**config.mk**
```make
export PLATFORM = sky130hd
export DESIGN_NAME = lock_ctrl
export DESIGN_NICKNAME = d
export VERILOG_FILES = /design/src/rtl/lock_pkg.sv /design/src/rtl/digit_shift3.sv /design/src/rtl/lock_ctrl.sv
export SDC_FILE = /design/constraint.sdc
export NUM_CORES = 1
export LEC_CHECK = 0
export CAP_MARGIN = 20
export CORE_AREA = 10 10 98 100
export DETAILED_ROUTE_END_ITERATION = 10
export DIE_AREA = 0 0 108 110
export PLACE_DENSITY = 0.48
export SLEW_MARGIN = 0
export SYNTH_ARGS = -nofsm -noshare
export SYNTH_HDL_FRONTEND = slang
export SYNTH_HIERARCHICAL = 1
export SYNTH_SLANG_ARGS = --single-unit
export TNS_END_PERCENT = 50
```
**constraint.sdc**
```tcl
create_clock -name clk -period 4.1 [get_ports clk]
set_input_delay 0.82 -clock clk [delete_from_list [all_inputs] [get_ports clk]]
set_output_delay 0.82 -clock clk [all_outputs]
set_load 0.01 [all_outputs]
```
**src/rtl/lock_pkg.sv**
```systemverilog
// Shared definitions for the keypad lock controller: FSM state type and key codes.
package lock_pkg;

  typedef enum logic [1:0] {
    LOCKED   = 2'd0,
    UNLOCKED = 2'd1,
    SET      = 2'd2,
    LOCKOUT  = 2'd3
  } lock_state_t;

  localparam logic [3:0] KEY_ENTER = 4'hA;
  localparam logic [3:0] KEY_CLEAR = 4'hB;
  localparam logic [3:0] KEY_SET   = 4'hC;
  localparam logic [3:0] KEY_SHOW  = 4'hD;
  localparam logic [3:0] KEY_LOCK  = 4'hE;

  // Keys 0-9 are digits; everything above is a command or ignored.
  function automatic logic is_digit(input logic [3:0] code);
    return code <= 4'd9;
  endfunction

endpackage

```
**src/rtl/digit_shift3.sv**
```systemverilog
// Three-digit BCD entry buffer with a saturating digit count.
module digit_shift3 (
  input  logic        clk,
  input  logic        rst,
  input  logic        push,
  input  logic [3:0]  digit,
  input  logic        clr,
  output logic [11:0] value,
  output logic        full
);

  logic [1:0] cnt;

  // Shift digits in from the right; clear wins over push, oldest digit falls off.
  always_ff @(posedge clk) begin
    if (rst) begin
      value <= '0;
      cnt   <= '0;
    end else if (clr) begin
      value <= '0;
      cnt   <= '0;
    end else if (push) begin
      value <= {value[7:0], digit};
      if (cnt != 2'd3) cnt <= cnt + 2'd1;
    end
  end

  assign full = (cnt == 2'd3);

endmodule

```
**src/rtl/lock_ctrl.sv**
```systemverilog
// Keypad lock controller: code entry, unlock/set sessions and timed lockout.
module lock_ctrl
  import lock_pkg::*;
#(
  parameter int unsigned MAX_TRIES      = 3,
  parameter int unsigned LOCKOUT_CYCLES = 1000,
  parameter logic [11:0] DEFAULT_PASS   = 12'h123
) (
  input  logic        clk,
  input  logic        rst,
  input  logic        key_valid,
  input  logic [3:0]  key_code,
  output logic [11:0] pass_in,
  output logic [11:0] pass_set,
  output logic        mode,
  output logic        L,
  output logic        show,
  output logic        alarm,
  output logic        unlock_pulse
);

  localparam int unsigned FW  = $clog2(MAX_TRIES + 1);
  localparam int unsigned LCW = $clog2(LOCKOUT_CYCLES);
  localparam logic [FW-1:0]  FAIL_LIMIT = FW'(MAX_TRIES);
  localparam logic [LCW-1:0] LOCK_LOAD  = LCW'(LOCKOUT_CYCLES - 1);

  lock_state_t    state, state_n;
  logic [FW-1:0]  fail_cnt, fail_n, fail_inc;
  logic [LCW-1:0] lock_cnt, lock_n;
  logic [11:0]    pass_set_n;
  logic           show_n, pulse_n;
  logic           push, clr, full;

  digit_shift3 u_buf (
    .clk   (clk),
    .rst   (rst),
    .push  (push),
    .digit (key_code),
    .clr   (clr),
    .value (pass_in),
    .full  (full)
  );

  assign fail_inc = fail_cnt + FW'(1);

  // Next-state and session bookkeeping; any state change also empties the buffer.
  always_comb begin
    state_n    = state;
    fail_n     = fail_cnt;
    lock_n     = lock_cnt;
    pass_set_n = pass_set;
    show_n     = show;
    pulse_n    = 1'b0;
    push       = 1'b0;
    clr        = 1'b0;
    case (state)
      LOCKED: begin
        if (key_valid) begin
          if (is_digit(key_code)) begin
            push = 1'b1;
          end else if (key_code == KEY_CLEAR) begin
            clr = 1'b1;
          end else if (key_code == KEY_ENTER) begin
            if (full && (pass_in == pass_set)) begin
              state_n = UNLOCKED;
              fail_n  = '0;
              pulse_n = 1'b1;
            end else begin
              fail_n = fail_inc;
              clr    = 1'b1;
              if (fail_inc == FAIL_LIMIT) begin
                state_n = LOCKOUT;
                lock_n  = LOCK_LOAD;
              end
            end
          end
        end
      end
      UNLOCKED: begin
        if (key_valid) begin
          if (key_code == KEY_LOCK)      state_n = LOCKED;
          else if (key_code == KEY_SET)  state_n = SET;
        end
      end
      SET: begin
        if (key_valid) begin
          if (is_digit(key_code)) begin
            push = 1'b1;
          end else if (key_code == KEY_CLEAR) begin
            clr = 1'b1;
          end else if (key_code == KEY_ENTER) begin
            if (full) begin
              pass_set_n = pass_in;
              state_n    = UNLOCKED;
            end
          end else if (key_code == KEY_SHOW) begin
            show_n = ~show;
          end else if (key_code == KEY_LOCK) begin
            state_n = LOCKED;
          end
        end
      end
      LOCKOUT: begin
        if (lock_cnt == '0) begin
          state_n = LOCKED;
          fail_n  = '0;
        end else begin
          lock_n = lock_cnt - LCW'(1);
        end
      end
      default: state_n = LOCKED;
    endcase
    if (state_n != state) clr = 1'b1;
    if (state_n != SET)   show_n = 1'b0;
  end

  // State and registered outputs; mode/L/alarm are decoded from the next state so they align with it.
  always_ff @(posedge clk) begin
    if (rst) begin
      state        <= LOCKED;
      fail_cnt     <= '0;
      lock_cnt     <= '0;
      pass_set     <= DEFAULT_PASS;
      show         <= 1'b0;
      unlock_pulse <= 1'b0;
      mode         <= 1'b0;
      L            <= 1'b1;
      alarm        <= 1'b0;
    end else begin
      state        <= state_n;
      fail_cnt     <= fail_n;
      lock_cnt     <= lock_n;
      pass_set     <= pass_set_n;
      show         <= show_n;
      unlock_pulse <= pulse_n;
      mode         <= (state_n == SET);
      L            <= (state_n == LOCKED) || (state_n == LOCKOUT);
      alarm        <= (state_n == LOCKOUT);
    end
  end

endmodule

```
==> results by stage <==
Final layout:
- The final layout contains 290 nets.
- The fill cell instance count of the final layout is 774.
- The utilization after layout is 0.3642.
- The number of antenna diodes in the final layout is 0.
- Compared with the post-synthesis result, the final layout area differs by 24.64%.
- The ratio of cells with drive above 1 in the final layout is 0.06810.
- The area of all placed cells without fillers is 2785 µm².

Synth:
- Of the total synthesized cell area, the portion taken by XOR and XNOR cells is 0.05487.
- The number of library cell types mapped by synthesis is 47.
- The share of synthesized cell area in full adder, half adder and majority cells is 0.02800.
- Sorting the synthesized cells by how often they occur yields 45 x sky130_fd_sc_hd__dfxtp_1, 39 x sky130_fd_sc_hd__nor2_1, 24 x sky130_fd_sc_hd__mux2i_1.
- The largest total area in the synthesized netlist belongs to sky130_fd_sc_hd__dfxtp_1.
- The share of synthesized area spent on multiplexers is 0.1075.
- The combinational family with the most area after synthesis is simple AND/OR/NAND/NOR gates.
- Dividing the synthesized area by the synthesized cell count gives 9.084 µm².
- In this run, synthesis inferred 0 flip-flops with an integrated enable.
- The fraction of the mapped netlist area in compound gates is 0.1226.
- After synthesis, the share of flip-flops with an asynchronous set or reset is 0.
- The number of nets handed over by synthesis was 258.
- The predominant post-synthesis flop cell is sky130_fd_sc_hd__dfxtp_1.
- The synthesized instance count is 246.
- The count of yosys warnings during synthesis is 6.
- Of the total synthesized cell area, the portion taken by AND, OR, NAND and NOR gates is 0.2329.
- The share of the Yosys chip area taken by registers is 0.4031.
- sky130_fd_sc_hd__dfxtp_1 is the most common cell in the netlist.
- The post-synthesis register bit count is 45.
- In the post-synthesis netlist, the biggest area contributors are sky130_fd_sc_hd__dfxtp_1 40%, sky130_fd_sc_hd__mux2i_1 11%, sky130_fd_sc_hd__nor2_1 6.6%.
- The cell area after synthesis is 2235 µm².
- The share of the synthesized area in the top cell type is 0.4031.

Hold path:
- The min-delay analysis places its worst path in the category flop to flop.
- The start point of the worst hold path is lock_cnt[0]$_SDFFE_PP0P_.
- The path with the worst hold slack has its endpoint at lock_cnt[0]$_SDFFE_PP0P_.
- The worst hold path was traced through 2 stages.

Power and ir drop:
- The analysis attributes to cell leakage a power of 0.0009886 µW.
- The peak ir drop on the vdd network is 0.0001376 V.
- The power density over the cells is 336.1 nW/µm².

Global route:
- The first-pass GRT wire length is 9.211 mm.
- Entering global routing, the biggest net connects 18 pins.
- The global router's overall resource usage is 0.09715.
- The via count of the first global-routing pass was 1781.
- The initial antenna violation count is 0.
- The final global-route overflow total is 0.

STA:
- The number of setup violations in the final report is 0.
- Setup repair after global routing left no endpoint under its margin.
- The number of max-slew violations in the final report came to 0.
- The transition time of the tightest slew-check pin is 0.7047 ns.
- The setup TNS is 0 ns.
- The worst setup skew after layout is 0.01292 ns.
- The worst slew margin relative to its limit is 0.5294.
- The number of failing hold endpoints at the final stage is 0.
- The maximum frequency from static timing analysis is 336.5 MHz.
- The final clock period utilization by the worst path is 0.7247.
- After layout, the minimum clock period comes to 2.971 ns.

Floorplanning:
- The floorplan has 32 rows.
- The floorplan die width is 108 µm.
- For this design the top-level I/O count stands at 36.
- The vertical extent of the die is 110 µm.
- The die covers 11880 µm².
- The total area inside the core boundary comes to 7647 µm².
- The initial utilization of the core area, before any placement, comes to 0.2922.

Detailed routing:
- The routed design uses 2.556 mm of met2 wire.
- Across all layers, the routed design uses 1836 vias.
- For this run, design rule violations remaining after detail routing come to 0.
- The highest layer touched by signal routing is met4.
- The number of iterations in the first detailed-routing pass is 4.
- The count of nets left with antenna violations once routing finished came out at 0.
- The via density per instance is 4.819.
- The detailed router put a total of 2.540 mm of wire on met1.
- The total length of routed met3 wires is 459 µm.
- Summed over all layers, the routed wires come to 5.644 mm.
- The per-cell routed wire length is 14.81 µm.
- The DRC marker count from the first detailed-route iteration is 81.

Place:
- The congestion estimate from routability-driven global placement came to 0.7919.
- The count of buffers inserted at the top-level ports is 35.
- The instance area after placement is 2648 µm².
- The detailed-placement wirelength estimate is 4.025 mm.

Status:
- The run finished with clean final reports.

Clock network:
- The clock input transition at the sequential cells of the worst setup and hold paths is 0.08 ns.
- The count of cells resized by post-cts repair is 0.
- The total clock buffers created by CTS is 5.
- Once the clock tree was built, the setup fixing pass inserted 0 buffers.
- The clock insertion delay at the later pin of the skew report is 0.31 ns.
- The buffer cell driving the clock tree root is sky130_fd_sc_hd__clkbuf_8.
- The H-tree was split into 2 levels.
- The clock sink count is 45.
- The hold buffer count at CTS is 0.
- TritonCTS built the clock tree.
- Counting along the longest clock path gives a buffer depth of 2.

Setup path:
- Setup slack on the worst reg-to-reg path comes out at 1.13 ns.
- In this run the worst path has a maximum fanout of 14.
- In this run the critical register-to-register path is launched from lock_cnt[0]$_SDFFE_PP0P_.
- The worst setup path is launched from a flop.
- For the worst flop-to-flop path, the logic depth is 10.
- STA puts the critical path data required time at 4.34 ns.
- The end of the worst register-to-register path is u_buf/value[1]$_SDFFE_PP0P_.
- The capturing element type of the critical path is a flop.
- The type of the worst setup path is flop to flop.
- The data arrival time of the worst path is 3.21 ns.

Job:
- The tool flagged a number of max-cap violations equal to 0.
-- worst max-delay path, cell delays in order (launching register included) --
cell and delay, ns:
sky130_fd_sc_hd__dfxtp_1 0.33, sky130_fd_sc_hd__inv_1 0.07, sky130_fd_sc_hd__ha_1 0.18, sky130_fd_sc_hd__or3b_1 0.48
sky130_fd_sc_hd__o41ai_4 0.58, sky130_fd_sc_hd__o211a_1 0.31, sky130_fd_sc_hd__nor2_1 0.09, sky130_fd_sc_hd__a21oi_1 0.17
sky130_fd_sc_hd__o311ai_1 0.10, sky130_fd_sc_hd__or2_1 0.44, sky130_fd_sc_hd__nor2_1 0.16
-- layout by cell type (no fill, tap or decap), types with 3 or more instances in the layout --
cell type / n
sky130_fd_sc_hd__a21oi_1: 12
sky130_fd_sc_hd__a311oi_1: 7
sky130_fd_sc_hd__buf_4: 3
sky130_fd_sc_hd__clkbuf_8: 5
sky130_fd_sc_hd__clkdlybuf4s50_1: 35
sky130_fd_sc_hd__dfxtp_1: 45
sky130_fd_sc_hd__ha_1: 5
sky130_fd_sc_hd__inv_1: 7
sky130_fd_sc_hd__mux2i_1: 24
sky130_fd_sc_hd__nand2_1: 15
sky130_fd_sc_hd__nand2b_1: 4
sky130_fd_sc_hd__nand3_1: 5
sky130_fd_sc_hd__nand4_1: 5
sky130_fd_sc_hd__nor2_1: 39
sky130_fd_sc_hd__nor2b_1: 4
sky130_fd_sc_hd__nor3_1: 4
sky130_fd_sc_hd__o21ai_0: 6
sky130_fd_sc_hd__or3_1: 3
sky130_fd_sc_hd__or4_1: 3
sky130_fd_sc_hd__xnor2_1: 13
-- area by class of cell --
type / count / area [µm²] / area share
Inverter: 7 / 26.28 / 0.009434
Clock inverter: 3 / 68.82 / 0.02471
Tap cell: 102 / 127.6 / 0.04582
Multi-Input combinational cell: 181 / 1220 / 0.4380
Timing Repair Buffer: 38 / 372.9 / 0.1339
Sequential cell: 45 / 900.9 / 0.3235
Clock buffer: 5 / 68.82 / 0.02471
-- logic make-up after synthesis --
logic type,count (synthesis)
and+or+nand+nor,101
DFF,45
AOI/OAI and AO/OA,37
muxes,24
buffers and inverters,20
xor gates and xnor gates,14
adders and majority gates,5
-- report_power, final --
part / internal, µW / switching, µW
Clock: 245 / 161
Sequential: 444 / 10.2
Combinational: 34.5 / 40.6
-- worst max path at each step --
stage | from | end
after detailed placement | key_code[2] | u_buf/value[6]$_SDFFE_PP0P_
after global placement | key_code[3] | u_buf/value[9]$_SDFFE_PP0P_
after floorplan | lock_cnt[0]$_SDFFE_PP0P_ | u_buf/value[9]$_SDFFE_PP0P_
after CTS | lock_cnt[0]$_SDFFE_PP0P_ | u_buf/cnt[1]$_SDFFE_PP0P_
after global routing | key_code[2] | u_buf/value[5]$_SDFFE_PP0P_
final | lock_cnt[0]$_SDFFE_PP0P_ | u_buf/value[1]$_SDFFE_PP0P_
-- sequential cells by signal, summed over array words and instances, names as in the netlist --
signal and count:
fail_cnt 2, u_buf/cnt 2, lock_cnt 10, show 1
mode 1, unlock_pulse 1, u_buf/value 12, alarm 1
L 1, pass_set 12, state 2
-- stage by stage --
step | setup slack (ns) | power, µW | std cells | hold slack [ns]
floorplan | 1.502 | 511.9 | 246 | 0.4291
global placement | 0.8109 | 540.3 | 373 | 0.4426
detailed placement | 0.8303 | 540.5 | 373 | 0.4569
CTS | 1.131 | 948.6 | 381 | 0.4784
global route | 0.7977 | 974.5 | 381 | 0.5078
finish | 1.129 | 936.1 | 381 | 0.4756
-- routing by layer --
metal  up-vias  track usage
met5         -            0
met4         0      0.03626
met3        10      0.04353
met2        49       0.1470
met1       852       0.1189
li1        925            -
Power figures use the tool's default switching activity.
